<file path="src/rtl/picobello_dummy_tile_responder_if.sv">
// Request/response link bundle for the dummy tile responder.
// One bit (or one slice) per router port; the responder is the slave side.
interface picobello_dummy_tile_responder_if #(
  parameter int unsigned NumPorts = 4,
  parameter int unsigned IdWidth  = 6
);
  // Request channel
  logic [NumPorts-1:0]         req_valid_i;
  logic [NumPorts-1:0]         req_ready_o;
  logic [NumPorts-1:0]         req_write_i;
  logic [NumPorts*IdWidth-1:0] req_id_i;
  logic [NumPorts*8-1:0]       req_len_i;
  logic [NumPorts-1:0]         req_last_i;
  // Response channel
  logic [NumPorts-1:0]         rsp_valid_o;
  logic [NumPorts-1:0]         rsp_ready_i;
  logic [NumPorts-1:0]         rsp_write_o;
  logic [NumPorts*IdWidth-1:0] rsp_id_o;
  logic [NumPorts-1:0]         rsp_last_o;
  logic [NumPorts-1:0]         rsp_err_o;

  modport slave (
    input  req_valid_i, req_write_i, req_id_i, req_len_i, req_last_i, rsp_ready_i,
    output req_ready_o, rsp_valid_o, rsp_write_o, rsp_id_o, rsp_last_o, rsp_err_o
  );

  modport master (
    output req_valid_i, req_write_i, req_id_i, req_len_i, req_last_i, rsp_ready_i,
    input  req_ready_o, rsp_valid_o, rsp_write_o, rsp_id_o, rsp_last_o, rsp_err_o
  );
endinterface

</file>
<file path="src/rtl/picobello_dummy_tile_responder.sv">
// Dummy tile responder: terminates stray traffic on every router link of an
// empty mesh position. Each port answers writes with one B beat and reads with
// len+1 R beats, echoing the ID, and counts accepted headers for debug.
// Ports are fully independent replicas; there is no cross-port arbitration.
module picobello_dummy_tile_responder #(
  parameter int unsigned NumPorts = 4,
  parameter int unsigned IdWidth  = 6,
  parameter int unsigned MaxTxns  = 4,
  parameter int unsigned CntWidth = 16,
  parameter bit          RspErr   = 1'b1
) (
  input  logic                         clk_i,
  input  logic                         rst_ni,
  picobello_dummy_tile_responder_if.slave bus,
  input  logic                         cnt_clr_i,
  output logic [NumPorts*CntWidth-1:0] stray_cnt_o
);

  localparam int unsigned PtrW  = (MaxTxns > 1) ? $clog2(MaxTxns) : 1;
  localparam int unsigned OccW  = $clog2(MaxTxns + 1);
  localparam int unsigned OccW1 = OccW + 1;
  localparam logic [CntWidth-1:0] CntMax = '1;

  // One queued burst awaiting its response beats.
  typedef struct packed {
    logic [IdWidth-1:0] id;
    logic [7:0]         len;
    logic               write;
  } entry_t;

  typedef enum logic {
    IDLE,
    W_SINK
  } state_e;

  function automatic logic [PtrW-1:0] next_ptr(input logic [PtrW-1:0] ptr);
    return (ptr == PtrW'(MaxTxns - 1)) ? '0 : ptr + 1'b1;
  endfunction

  for (genvar p = 0; p < NumPorts; p++) begin : g_port
    logic               req_valid, req_write, req_last, req_ready;
    logic               req_hs, hdr_hs, room;
    logic [IdWidth-1:0] req_id;
    logic [7:0]         req_len;
    logic               rsp_ready, rsp_valid, rsp_last, rsp_hs;
    logic               push, pop;
    entry_t             push_entry, head;

    state_e             state_q, state_d;
    logic               reserved_q, reserved_d;
    logic [IdWidth-1:0] wid_q, wid_d;
    entry_t             fifo_q [MaxTxns];
    logic [PtrW-1:0]    wptr_q, rptr_q;
    logic [OccW-1:0]    occ_q;
    logic [7:0]         beat_q;
    logic [CntWidth-1:0] cnt_q;

    assign req_valid = bus.req_valid_i[p];
    assign req_write = bus.req_write_i[p];
    assign req_last  = bus.req_last_i[p];
    assign req_id    = bus.req_id_i[p*IdWidth +: IdWidth];
    assign req_len   = bus.req_len_i[p*8 +: 8];
    assign rsp_ready = bus.rsp_ready_i[p];

    // A header is only taken when a slot is free for its response; an open
    // write burst already owns a reserved slot, so its data beats never stall.
    // Readiness looks at registered occupancy only, so a same-cycle pop does
    // not open a slot until the next cycle.
    assign room = (OccW1'(occ_q) + OccW1'(reserved_q)) < OccW1'(MaxTxns);
    // NOTE: ready is masked by rst_ni so the link is closed for the whole reset
    // window, not just from the first clock edge after it.
    assign req_ready = rst_ni & ((state_q == W_SINK) | room);
    assign req_hs    = req_valid & req_ready;
    assign hdr_hs    = req_hs & (state_q == IDLE);

    // Request FSM: next state, slot reservation and FIFO push.
    // NOTE: every combinational output gets a default first so no path leaves
    // it unassigned and no latch is inferred.
    always_comb begin
      state_d    = state_q;
      reserved_d = reserved_q;
      wid_d      = wid_q;
      push       = 1'b0;
      push_entry = '0;
      unique case (state_q)
        IDLE: begin
          if (hdr_hs) begin
            if (!req_write) begin
              push       = 1'b1;
              push_entry = '{id: req_id, len: req_len, write: 1'b0};
            end else if (req_last) begin
              push       = 1'b1;
              push_entry = '{id: req_id, len: 8'd0, write: 1'b1};
            end else begin
              wid_d      = req_id;
              reserved_d = 1'b1;
              state_d    = W_SINK;
            end
          end
        end
        W_SINK: begin
          if (req_hs && req_last) begin
            push       = 1'b1;
            push_entry = '{id: wid_q, len: 8'd0, write: 1'b1};
            reserved_d = 1'b0;
            state_d    = IDLE;
          end
        end
      endcase
    end

    // Request FSM state register.
    // NOTE: sequential state uses non-blocking assignments so every register
    // samples pre-edge values regardless of block ordering.
    always_ff @(posedge clk_i or negedge rst_ni) begin
      if (!rst_ni) begin
        state_q    <= IDLE;
        reserved_q <= 1'b0;
        wid_q      <= '0;
      end else begin
        state_q    <= state_d;
        reserved_q <= reserved_d;
        wid_q      <= wid_d;
      end
    end

    // Response FIFO payload storage.
    // NOTE: the payload array is deliberately not reset; occupancy alone says
    // which entries are live, and the outputs are masked while it is empty.
    always_ff @(posedge clk_i) begin
      if (push) fifo_q[wptr_q] <= push_entry;
    end

    // FIFO pointers and occupancy; a push and pop in one cycle cancel out.
    always_ff @(posedge clk_i or negedge rst_ni) begin
      if (!rst_ni) begin
        wptr_q <= '0;
        rptr_q <= '0;
        occ_q  <= '0;
      end else begin
        if (push) wptr_q <= next_ptr(wptr_q);
        if (pop)  rptr_q <= next_ptr(rptr_q);
        if (push && !pop)      occ_q <= occ_q + 1'b1;
        else if (pop && !push) occ_q <= occ_q - 1'b1;
      end
    end

    // Response engine: the FIFO head drives the outputs straight from
    // registers, which keeps them stable while the consumer stalls.
    assign head      = fifo_q[rptr_q];
    assign rsp_valid = (occ_q != '0);
    assign rsp_last  = head.write | (beat_q == head.len);
    assign rsp_hs    = rsp_valid & rsp_ready;
    assign pop       = rsp_hs & rsp_last;

    // Read beat counter; it stops at len (up to 255) and never wraps early.
    always_ff @(posedge clk_i or negedge rst_ni) begin
      if (!rst_ni) begin
        beat_q <= '0;
      end else if (rsp_hs) begin
        beat_q <= pop ? 8'd0 : beat_q + 8'd1;
      end
    end

    // Saturating stray-access counter; a clear wins but keeps a coincident header.
    always_ff @(posedge clk_i or negedge rst_ni) begin
      if (!rst_ni) begin
        cnt_q <= '0;
      end else if (cnt_clr_i) begin
        cnt_q <= hdr_hs ? CntWidth'(1) : '0;
      end else if (hdr_hs && (cnt_q != CntMax)) begin
        cnt_q <= cnt_q + 1'b1;
      end
    end

    assign bus.req_ready_o[p]                   = req_ready;
    assign bus.rsp_valid_o[p]                   = rsp_valid;
    assign bus.rsp_write_o[p]                   = rsp_valid & head.write;
    assign bus.rsp_id_o[p*IdWidth +: IdWidth]   = rsp_valid ? head.id : '0;
    assign bus.rsp_last_o[p]                    = rsp_valid & rsp_last;
    assign bus.rsp_err_o[p]                     = rsp_valid & RspErr;
    assign stray_cnt_o[p*CntWidth +: CntWidth]  = cnt_q;

    // A read header must carry last; responses must hold while stalled.
    a_rd_hdr_last: assert property (@(posedge clk_i) disable iff (!rst_ni)
      (hdr_hs && !req_write) |-> req_last);
    a_rsp_stable: assert property (@(posedge clk_i) disable iff (!rst_ni)
      (rsp_valid && !rsp_ready) |=> (rsp_valid && $stable({head, beat_q})));
  end

endmodule

</file>
<file path="src/flat_wrapper.sv">
// flat-port wrapper written by rule: the top's interface ports become plain ports
module picobello_dummy_tile_responder_flat 
#(
  parameter int unsigned NumPorts = 4,
  parameter int unsigned IdWidth  = 6,
  parameter int unsigned MaxTxns  = 4,
  parameter int unsigned CntWidth = 16,
  parameter bit          RspErr   = 1'b1
)
  (clk_i, rst_ni, cnt_clr_i, stray_cnt_o, bus_req_valid_i, bus_req_write_i, bus_req_id_i, bus_req_len_i, bus_req_last_i, bus_rsp_ready_i, bus_req_ready_o, bus_rsp_valid_o, bus_rsp_write_o, bus_rsp_id_o, bus_rsp_last_o, bus_rsp_err_o);
  picobello_dummy_tile_responder_if #(.NumPorts(NumPorts), .IdWidth(IdWidth)) bus_i ();
  input  logic clk_i;
  input  logic rst_ni;
  input  logic cnt_clr_i;
  output logic [NumPorts*CntWidth-1:0] stray_cnt_o;
  input wire logic [$bits(bus_i.req_valid_i)-1:0] bus_req_valid_i;
  input wire logic [$bits(bus_i.req_write_i)-1:0] bus_req_write_i;
  input wire logic [$bits(bus_i.req_id_i)-1:0] bus_req_id_i;
  input wire logic [$bits(bus_i.req_len_i)-1:0] bus_req_len_i;
  input wire logic [$bits(bus_i.req_last_i)-1:0] bus_req_last_i;
  input wire logic [$bits(bus_i.rsp_ready_i)-1:0] bus_rsp_ready_i;
  output wire logic [$bits(bus_i.req_ready_o)-1:0] bus_req_ready_o;
  output wire logic [$bits(bus_i.rsp_valid_o)-1:0] bus_rsp_valid_o;
  output wire logic [$bits(bus_i.rsp_write_o)-1:0] bus_rsp_write_o;
  output wire logic [$bits(bus_i.rsp_id_o)-1:0] bus_rsp_id_o;
  output wire logic [$bits(bus_i.rsp_last_o)-1:0] bus_rsp_last_o;
  output wire logic [$bits(bus_i.rsp_err_o)-1:0] bus_rsp_err_o;
  assign bus_i.req_valid_i = bus_req_valid_i;
  assign bus_i.req_write_i = bus_req_write_i;
  assign bus_i.req_id_i = bus_req_id_i;
  assign bus_i.req_len_i = bus_req_len_i;
  assign bus_i.req_last_i = bus_req_last_i;
  assign bus_i.rsp_ready_i = bus_rsp_ready_i;
  assign bus_req_ready_o = bus_i.req_ready_o;
  assign bus_rsp_valid_o = bus_i.rsp_valid_o;
  assign bus_rsp_write_o = bus_i.rsp_write_o;
  assign bus_rsp_id_o = bus_i.rsp_id_o;
  assign bus_rsp_last_o = bus_i.rsp_last_o;
  assign bus_rsp_err_o = bus_i.rsp_err_o;
  picobello_dummy_tile_responder #(.NumPorts(NumPorts), .IdWidth(IdWidth), .MaxTxns(MaxTxns), .CntWidth(CntWidth), .RspErr(RspErr)) u_core (.clk_i(clk_i), .rst_ni(rst_ni), .bus(bus_i), .cnt_clr_i(cnt_clr_i), .stray_cnt_o(stray_cnt_o));
endmodule
</file>
<file path="config.mk">
export PLATFORM = sky130hd
export DESIGN_NAME = picobello_dummy_tile_responder_flat
export DESIGN_NICKNAME = d
export VERILOG_FILES = /design/src/rtl/picobello_dummy_tile_responder_if.sv /design/src/rtl/picobello_dummy_tile_responder.sv /design/src/flat_wrapper.sv
export SDC_FILE = /design/constraint.sdc
export NUM_CORES = 1
export LEC_CHECK = 0
export ABC_AREA = 1
export ABC_CLOCK_PERIOD_IN_PS = 6000
export CORE_ASPECT_RATIO = 1.2
export CORE_UTILIZATION = 35
export DETAILED_ROUTE_END_ITERATION = 10
export HOLD_SLACK_MARGIN = 0.1
export SLEW_MARGIN = 5
export SYNTH_ARGS = -nofsm -noshare
export SYNTH_HDL_FRONTEND = slang
export SYNTH_SLANG_ARGS = --single-unit
</file>
<file path="constraint.sdc">
create_clock -name clk_i -period 6 [get_ports clk_i]
set_input_delay 1.2 -clock clk_i [delete_from_list [all_inputs] [get_ports clk_i]]
set_output_delay 1.2 -clock clk_i [all_outputs]
set_load 0.005 [all_outputs]
</file>
==> results of run 1 <==
final cells by class:
type                       count  share of cell area, %
clock buffer                  55                  5.326
multi-input combinational   1379                  29.85
sequential                   396                  48.31
tap                          712                  3.873
clock inverter                25                  1.099
timing repair buffer         207                  8.742
inverter                     172                  2.807
per-stage QoR:
step	area (um^2)	setup WS [ns]	hold slack (ns)	util, %
finish	23000	1.611	0.4838	42.79
global route	23000	1.411	0.5102	42.79
CTS	23000	1.577	0.4871	42.79
detailed placement	21520	1.779	0.4713	40.04
global placement	21520	1.804	0.4662	40.04
floorplan	19060	2.888	0.4505	-
routing by layer:
layer  wire [um]  vias to the layer above  share of wire, %
met1       19670                     6833                43
met2       22940                      286                50
li1            -                     7086                 -
met5           0                        -                 0
met4         954                        0               2.1
met3        2452                       64               5.3
layout by cell type, fill, tap and decap left out, drive strengths merged:
| master | count |
|---|---|
| ha | 32 |
| a31oi | 9 |
| xor2 | 47 |
| o21ai | 137 |
| nor3 | 24 |
| fa | 4 |
| inv | 175 |
| o2111ai | 1 |
| clkbuf | 55 |
| buf | 26 |
| mux2 | 4 |
| nand3b | 11 |
| clkinvlp | 7 |
| nor2 | 254 |
| o21a | 4 |
| a31o | 1 |
| nor3b | 17 |
| a32o | 4 |
| nand2 | 531 |
| o21bai | 1 |
| nand4 | 37 |
| a21oi | 69 |
| bufinv | 4 |
| edfxtp | 240 |
| dfrtp | 156 |
| or2 | 1 |
| clkdlybuf4s50 | 181 |
| xnor2 | 10 |
| clkinv | 11 |
| nand3 | 174 |
| nor4 | 7 |
final timing paths:
kind | to | start | cells past startpoint
max in group asynchronous | u_core.g_port[3].cnt_q[8] | rst_ni | 2
max reg2reg | u_core.g_port[2].occ_q[1] | u_core.g_port[2].rptr_q[1] | 13
min | u_core.g_port[1].reserved_q | u_core.g_port[1].reserved_q | 2
min reg2reg | u_core.g_port[1].reserved_q | u_core.g_port[1].reserved_q | 2
min in group asynchronous | u_core.g_port[0].cnt_q[7] | rst_ni | 1
max | bus_rsp_last_o[2] | u_core.g_port[2].rptr_q[1] | 9
registers in the layout, summed over array words and instances, names as in the netlist:
signal and cells:
u_core.g_port.occ_q 12, u_core.g_port.cnt_q 64, u_core.g_port.fifo_q 240, u_core.g_port.reserved_q 4
u_core.g_port.rptr_q 8, u_core.g_port.wid_q 24, u_core.g_port.beat_q 32, u_core.g_port.wptr_q 8
u_core.g_port.state_q 4
kinds of logic (layout without fill, tap and decap cells):
logic type               after synthesis  after routing  synth area share (%)
flip-flops                           396            396                 58.31
multiplexers                           4              4                0.2364
adder cells (fa/ha/maj)               36             36                 2.521
AND/OR/NAND/NOR                     1056           1056                 24.17
buffers and inverters                246            459                 5.693
AO/OA/AOI/OAI                        226            226                 6.454
XOR/XNOR                              57             57                 2.620
synth_stat cells, drive strengths merged (9+ instances only):
master    n  area share [%]
o21ai   137             3.7
a21oi    69             2.0
xor2     47             2.2
nor3b    17            0.67
a31oi     9            0.33
edfxtp  240              38
nand3   174             4.6
nand3b   11            0.43
xnor2    10            0.46
dfrtp   156              20
nor3     24            0.81
nand2   531              11
nor2    254             5.4
nand4    37             1.2
inv     172             3.4
buf      56             1.9
ha       32             2.1
clkbuf   18            0.37
where the power goes:
group | leakage [uW] | switching, uW | internal, uW
Clock | 0.000704 | 1110 | 1630
Combinational | 0.00434 | 1720 | 1150
Sequential | 0.00430 | 298 | 3280
tightest hold or removal path: cells and delay by family (launching register included):
| family | cells | cell delay, ns |
|---|---|---|
| flip-flops | 1 | 0.34 |
| AND/OR/NAND/NOR | 2 | 0.11 |
==> impl_metrics.env, run 1 <==
export IMPL_rsz0062_at_grt="false"
export IMPL_die_h_um=257.6
export IMPL_io_pins=183
export IMPL_h_tree_depth=2
export IMPL_drt_initial_drc_count=891
export IMPL_clockRootBuffer="clkbuf_16"
export IMPL_die_w_um=215.0
export IMPL_syn_area_per_cell_um2=9.429
export IMPL_finalHoldViolCount=0
export IMPL_grt_use_met3_pct=3.840
export IMPL_syn_num_nets=2132
export IMPL_initial_core_util_pct=35.45
export IMPL_grt_util_met2_pct=29.27
export IMPL_crit_path_max_fanout=17
export IMPL_setup_worst_path_end_class="output port"
export IMPL_grt_pass1_wl_um=73920
export IMPL_numCtsBuffers=44
export IMPL_slew_headroom_pct=34.18
export IMPL_busiest_layer="met2"
export IMPL_numClockSinks=396
export IMPL_coreArea_um2=53760
export IMPL_ir_drop_mv=0.2243
export IMPL_grt_pass1_vias=14070
export IMPL_postCtsSetupRepairBufs=0
export IMPL_clock_latency_ns=0.55
export IMPL_cts_hold_buf=0
export IMPL_numPlacedInstances=2866
export IMPL_multi_input_area_um2=6865
export IMPL_finalSetupTns_ns=0
export IMPL_tightest_slew_ns=0.9859
export IMPL_cts_tree="built"
export IMPL_clock_path_buffers=3
export IMPL_slowest_stage="dfrtp_1"
export IMPL_post_cts_resized=0
export IMPL_p_per_area_nw_per_um2=399.2
export IMPL_drv_slew=0
export IMPL_regArea_um2=11110
export IMPL_ys_types=45
export IMPL_track_usage_pct=16.67
export IMPL_rows=93
export IMPL_fin_skew_ns=0.01820
export IMPL_synth_ff_type="edfxtp_1"
export IMPL_rrSetupSlack_ns=2.73
export IMPL_gp_congestion=0.8379
export IMPL_power_total_uw=9182
export IMPL_crit_type="reg -> out"
export IMPL_period_share_pct=73.14
export IMPL_wl_per_cell_um=15.62
export IMPL_netlist_area_um2=19060
export IMPL_nets=2311
export IMPL_diodes=0
export IMPL_vias=14270
export IMPL_synth_yosys_seq_area_share_pct=58.31
export IMPL_postRouteAntennaNets=0
export IMPL_drt_first_pass_iters=5
export IMPL_crit_buf_inv=2
export IMPL_status="complete, no violations"
export IMPL_worstPathRequired_ns=4.80
export IMPL_nFillCells=5161
export IMPL_drive_gt1_share_pct=6.893
export IMPL_drt_total_wl_um=46010
export IMPL_netlist_instances=2021
export IMPL_port_buffers=182
export IMPL_start_kind="flop"
export IMPL_ys_warnings_count=0
export IMPL_slowest_delay_ns=0.82
export IMPL_viasPerCell=4.844
export IMPL_areaGrowthSynthToFinish_pct=20.70
export IMPL_p_leak_uw=0.009345
export IMPL_antenna_found_initial=0
export IMPL_drv_cap=0
export IMPL_finalNonFillerCells=2946
export IMPL_synth_edf_count=240
export IMPL_hold_class="reg -> reg"
export IMPL_period_needed_ns=4.389
export IMPL_grt_overflow=0
export IMPL_path_clk_slew_ns=0.06
export IMPL_path_delay_family="buffers and inverters"
export IMPL_dp_hpwl_um=31550
export IMPL_worstPathArrival_ns=3.19
export IMPL_ys_seq_elements=396
export IMPL_grtUsageMet1_pct=20.36
export IMPL_ys_async_sr_fraction_pct=39.39
export IMPL_grt_start_max_net_pins=74
export IMPL_die_area_um2=55390
export IMPL_setup_viol=0
export IMPL_worstPathCellList="inv_2 -> nand3_1 -> nand3_1 -> nand2_1 -> nand2_1 -> nor2_1 -> nand2_2 -> a21oi_1 -> clkdlybuf4s50_1"
export IMPL_fmax_ghz=0.2279
export IMPL_drc=0
Note: power is estimated with default switching activity, not from simulation.
==> inputs of run 2 (changes only) <==
--- a/config.mk
+++ b/config.mk
@@ -6,7 +6,7 @@
 export NUM_CORES = 1
 export LEC_CHECK = 0
 export ABC_AREA = 1
-export ABC_CLOCK_PERIOD_IN_PS = 6000
+export ABC_CLOCK_PERIOD_IN_PS = 4600
 export CORE_ASPECT_RATIO = 1.2
 export CORE_UTILIZATION = 35
 export DETAILED_ROUTE_END_ITERATION = 10
==> constraint.sdc (replaced) <==
create_clock -name clk_i -period 4.6 [get_ports clk_i]
set_input_delay 0.92 -clock clk_i [delete_from_list [all_inputs] [get_ports clk_i]]
set_output_delay 0.92 -clock clk_i [all_outputs]
set_load 0.005 [all_outputs]
==> run 2 against run 1 <==
Non-clock buffer count up 11. Critical path type unchanged. Critical endpoint unchanged. First-iteration DRC count down 14%. Via count down 0.19%. Largest cell class unchanged. Total power up 33%. Count of clock-buffer cells in the layout down 8. Worst setup slack worse by 0.90 ns.
==> impl_metrics.env, run 2 (synthesis gave the netlist of run 1 again) <==
export IMPL_sequentialPowerShare_pct=37.9
export IMPL_dp_hpwl_um=31980
export IMPL_worst_r2r_cell_count=13
export IMPL_drt_total_wl_um=46720
export IMPL_pwr_share_clk_pct=30.9
export IMPL_top_register="u_core.g_port.fifo_q"
export IMPL_rows=93
export IMPL_p_per_area_nw_per_um2=527.4
export IMPL_numClockSinks=396
export IMPL_setup_worst_path_end_class="output port"
export IMPL_utilization_pct=43.09
export IMPL_tightest_slew_ns=1.031
export IMPL_period_share_pct=84.60
export IMPL_diodes=0
export IMPL_nets=2321
export IMPL_p_switching_uw=4068
export IMPL_rsz0062_at_grt="false"
export IMPL_h_tree_depth=2
export IMPL_place_ws_ns=0.9617
export IMPL_finalSetupTns_ns=0
export IMPL_grt_overflow=0
export IMPL_timing_rr_end="u_core.g_port[2].occ_q[1]"
export IMPL_cts_hold_buf=0
export IMPL_place_area_um2=21600
export IMPL_fmax_ghz=0.2570
export IMPL_path_clk_slew_ns=0.06
export IMPL_track_usage_pct=17.07
export IMPL_antenna_found_initial=0
export IMPL_areaGrowthSynthToFinish_pct=21.56
export IMPL_worstPathCellList="inv_2 -> nand3_1 -> nand3_1 -> nand2_1 -> nand2_1 -> nor2_1 -> nand2_2 -> a21oi_1 -> clkdlybuf4s50_1"
export IMPL_combPwrFrac_pct=31.1
export IMPL_wl_per_cell_um=15.81
export IMPL_setup_viol=0
export IMPL_final_area_um2=23160
export IMPL_slowest_stage="dfrtp_1"
export IMPL_grt_start_max_net_pins=55
export IMPL_fin_ws_ns=0.7085
export IMPL_hold_class="in -> async"
export IMPL_initial_core_util_pct=35.45
export IMPL_die_h_um=257.6
export IMPL_grt_pass1_wl_um=75750
export IMPL_crit_path_max_fanout=17
export IMPL_rrSetupSlack_ns=1.55
export IMPL_cts_tree="built"
export IMPL_drive_gt1_share_pct=7.398
export IMPL_crit_type="reg -> out"
export IMPL_drt_initial_drc_count=770
export IMPL_postRouteAntennaNets=0
export IMPL_worstReg2RegStart="u_core.g_port[2].rptr_q[1]"
export IMPL_postCtsSetupRepairBufs=0
export IMPL_worstPathArrival_ns=2.97
export IMPL_top_regs="u_core.g_port.fifo_q (240), u_core.g_port.cnt_q (64), u_core.g_port.beat_q (32)"
export IMPL_die_w_um=215.0
export IMPL_slew_headroom_pct=31.15
export IMPL_final_common_cell="nand2_1"
export IMPL_clock_path_buffers=3
export IMPL_post_cts_resized=0
export IMPL_gp_congestion=0.8533
export IMPL_numCtsBuffers=43
export IMPL_slowest_delay_ns=0.73
export IMPL_io_pins=183
export IMPL_status="complete, no violations"
export IMPL_die_area_um2=55390
export IMPL_worstPathRequired_ns=3.68
export IMPL_drc=0
export IMPL_largest_reg_flops=240
export IMPL_start_kind="flop"
export IMPL_netSwitchingFraction_pct=33.29
export IMPL_final_cell_mix="nand2_1 (520), nor2_1 (240), edfxtp_1 (240), clkdlybuf4s50_1 (181), nand3_1 (172)"
export IMPL_drv_cap=0
export IMPL_clockRootBuffer="clkbuf_16"
export IMPL_vias=14240
export IMPL_crit_buf_inv=2
export IMPL_p_int_uw=8150
export IMPL_p_leak_uw=0.009453
export IMPL_port_buffers=182
export IMPL_coreArea_um2=53760
export IMPL_finalHoldViolCount=0
export IMPL_path_delay_family="buffers and inverters"
export IMPL_ir_drop_mv=0.2976
export IMPL_drt_first_pass_iters=6
export IMPL_grt_pass1_vias=14510
export IMPL_clock_latency_ns=0.56
export IMPL_period_needed_ns=3.892
export IMPL_drv_slew=0
export IMPL_fin_skew_ns=0.01063
export IMPL_viasPerCell=4.818
==> run 2: changes by cell type in the layout (fill, tap and decap cells not counted), moves of 2 or more <==
| cell | change |
|---|---|
| nor2_2 | -2 |
| buf_4 | +11 |
| clkbuf_8 | -4 |
| clkinvlp_4 | -3 |
| bufinv_16 | +6 |
| nor2_1 | +2 |
| clkinv_2 | +5 |
| clkbuf_1 | -3 |
==> run 2: layout make-up <==
type | instances | area (um^2)
Fill cell | 5138 | 30590
Clock inverter | 32 | 430.4
Tap cell | 712 | 890.9
Inverter | 172 | 645.6
Multi-Input combinational cell | 1379 | 6860
Clock buffer | 47 | 1134
Timing Repair Buffer | 218 | 2093
Sequential cell | 396 | 11110
==> run 2: per-layer routing <==
layer  track usage, %  vias up  part of all wire, %
met5                0        -                    0
met1            21.28     6800                   43
met4            5.418        0                  2.5
li1                 -     7099                    -
met3            3.545       78                  4.9
met2            29.56      265                   49
==> run 2: stage by stage <==
step	hold WS, ns	std cells	power (uW)
finish	0.2722	2956	12220
detailed placement	0.4731	2877	8557
floorplan	0.4505	2021	7168
global route	0.2484	2956	13060
CTS	0.2370	2956	12410
global placement	0.4670	2877	8452
==> run 2: power groups by stage <==
stage | Combinational, uW | Clock [uW] | Sequential [uW]
global route | 4340 | 4020 | 4700
floorplan | 2560 | 0 | 4610
CTS | 3880 | 3900 | 4640
global placement | 3770 | 0 | 4680
detailed placement | 3860 | 0 | 4700
finish | 3800 | 3780 | 4630
==> run 2: worst max path at each step <==
| stage | start | to | slack, ns | depth (start not counted) |
|---|---|---|---|---|
| finish | u_core.g_port[2].rptr_q[1] | bus_rsp_last_o[2] | 0.71 | 9 |
| global route | u_core.g_port[2].rptr_q[1] | bus_rsp_last_o[2] | 0.42 | 9 |
| CTS | u_core.g_port[2].rptr_q[1] | bus_rsp_last_o[2] | 0.64 | 9 |
| detailed placement | rst_ni | u_core.g_port[1].occ_q[2] | 0.96 | 12 |
| global placement | rst_ni | u_core.g_port[1].occ_q[2] | 1.05 | 12 |
| floorplan | rst_ni | u_core.g_port[0].occ_q[1] | 1.77 | 10 |
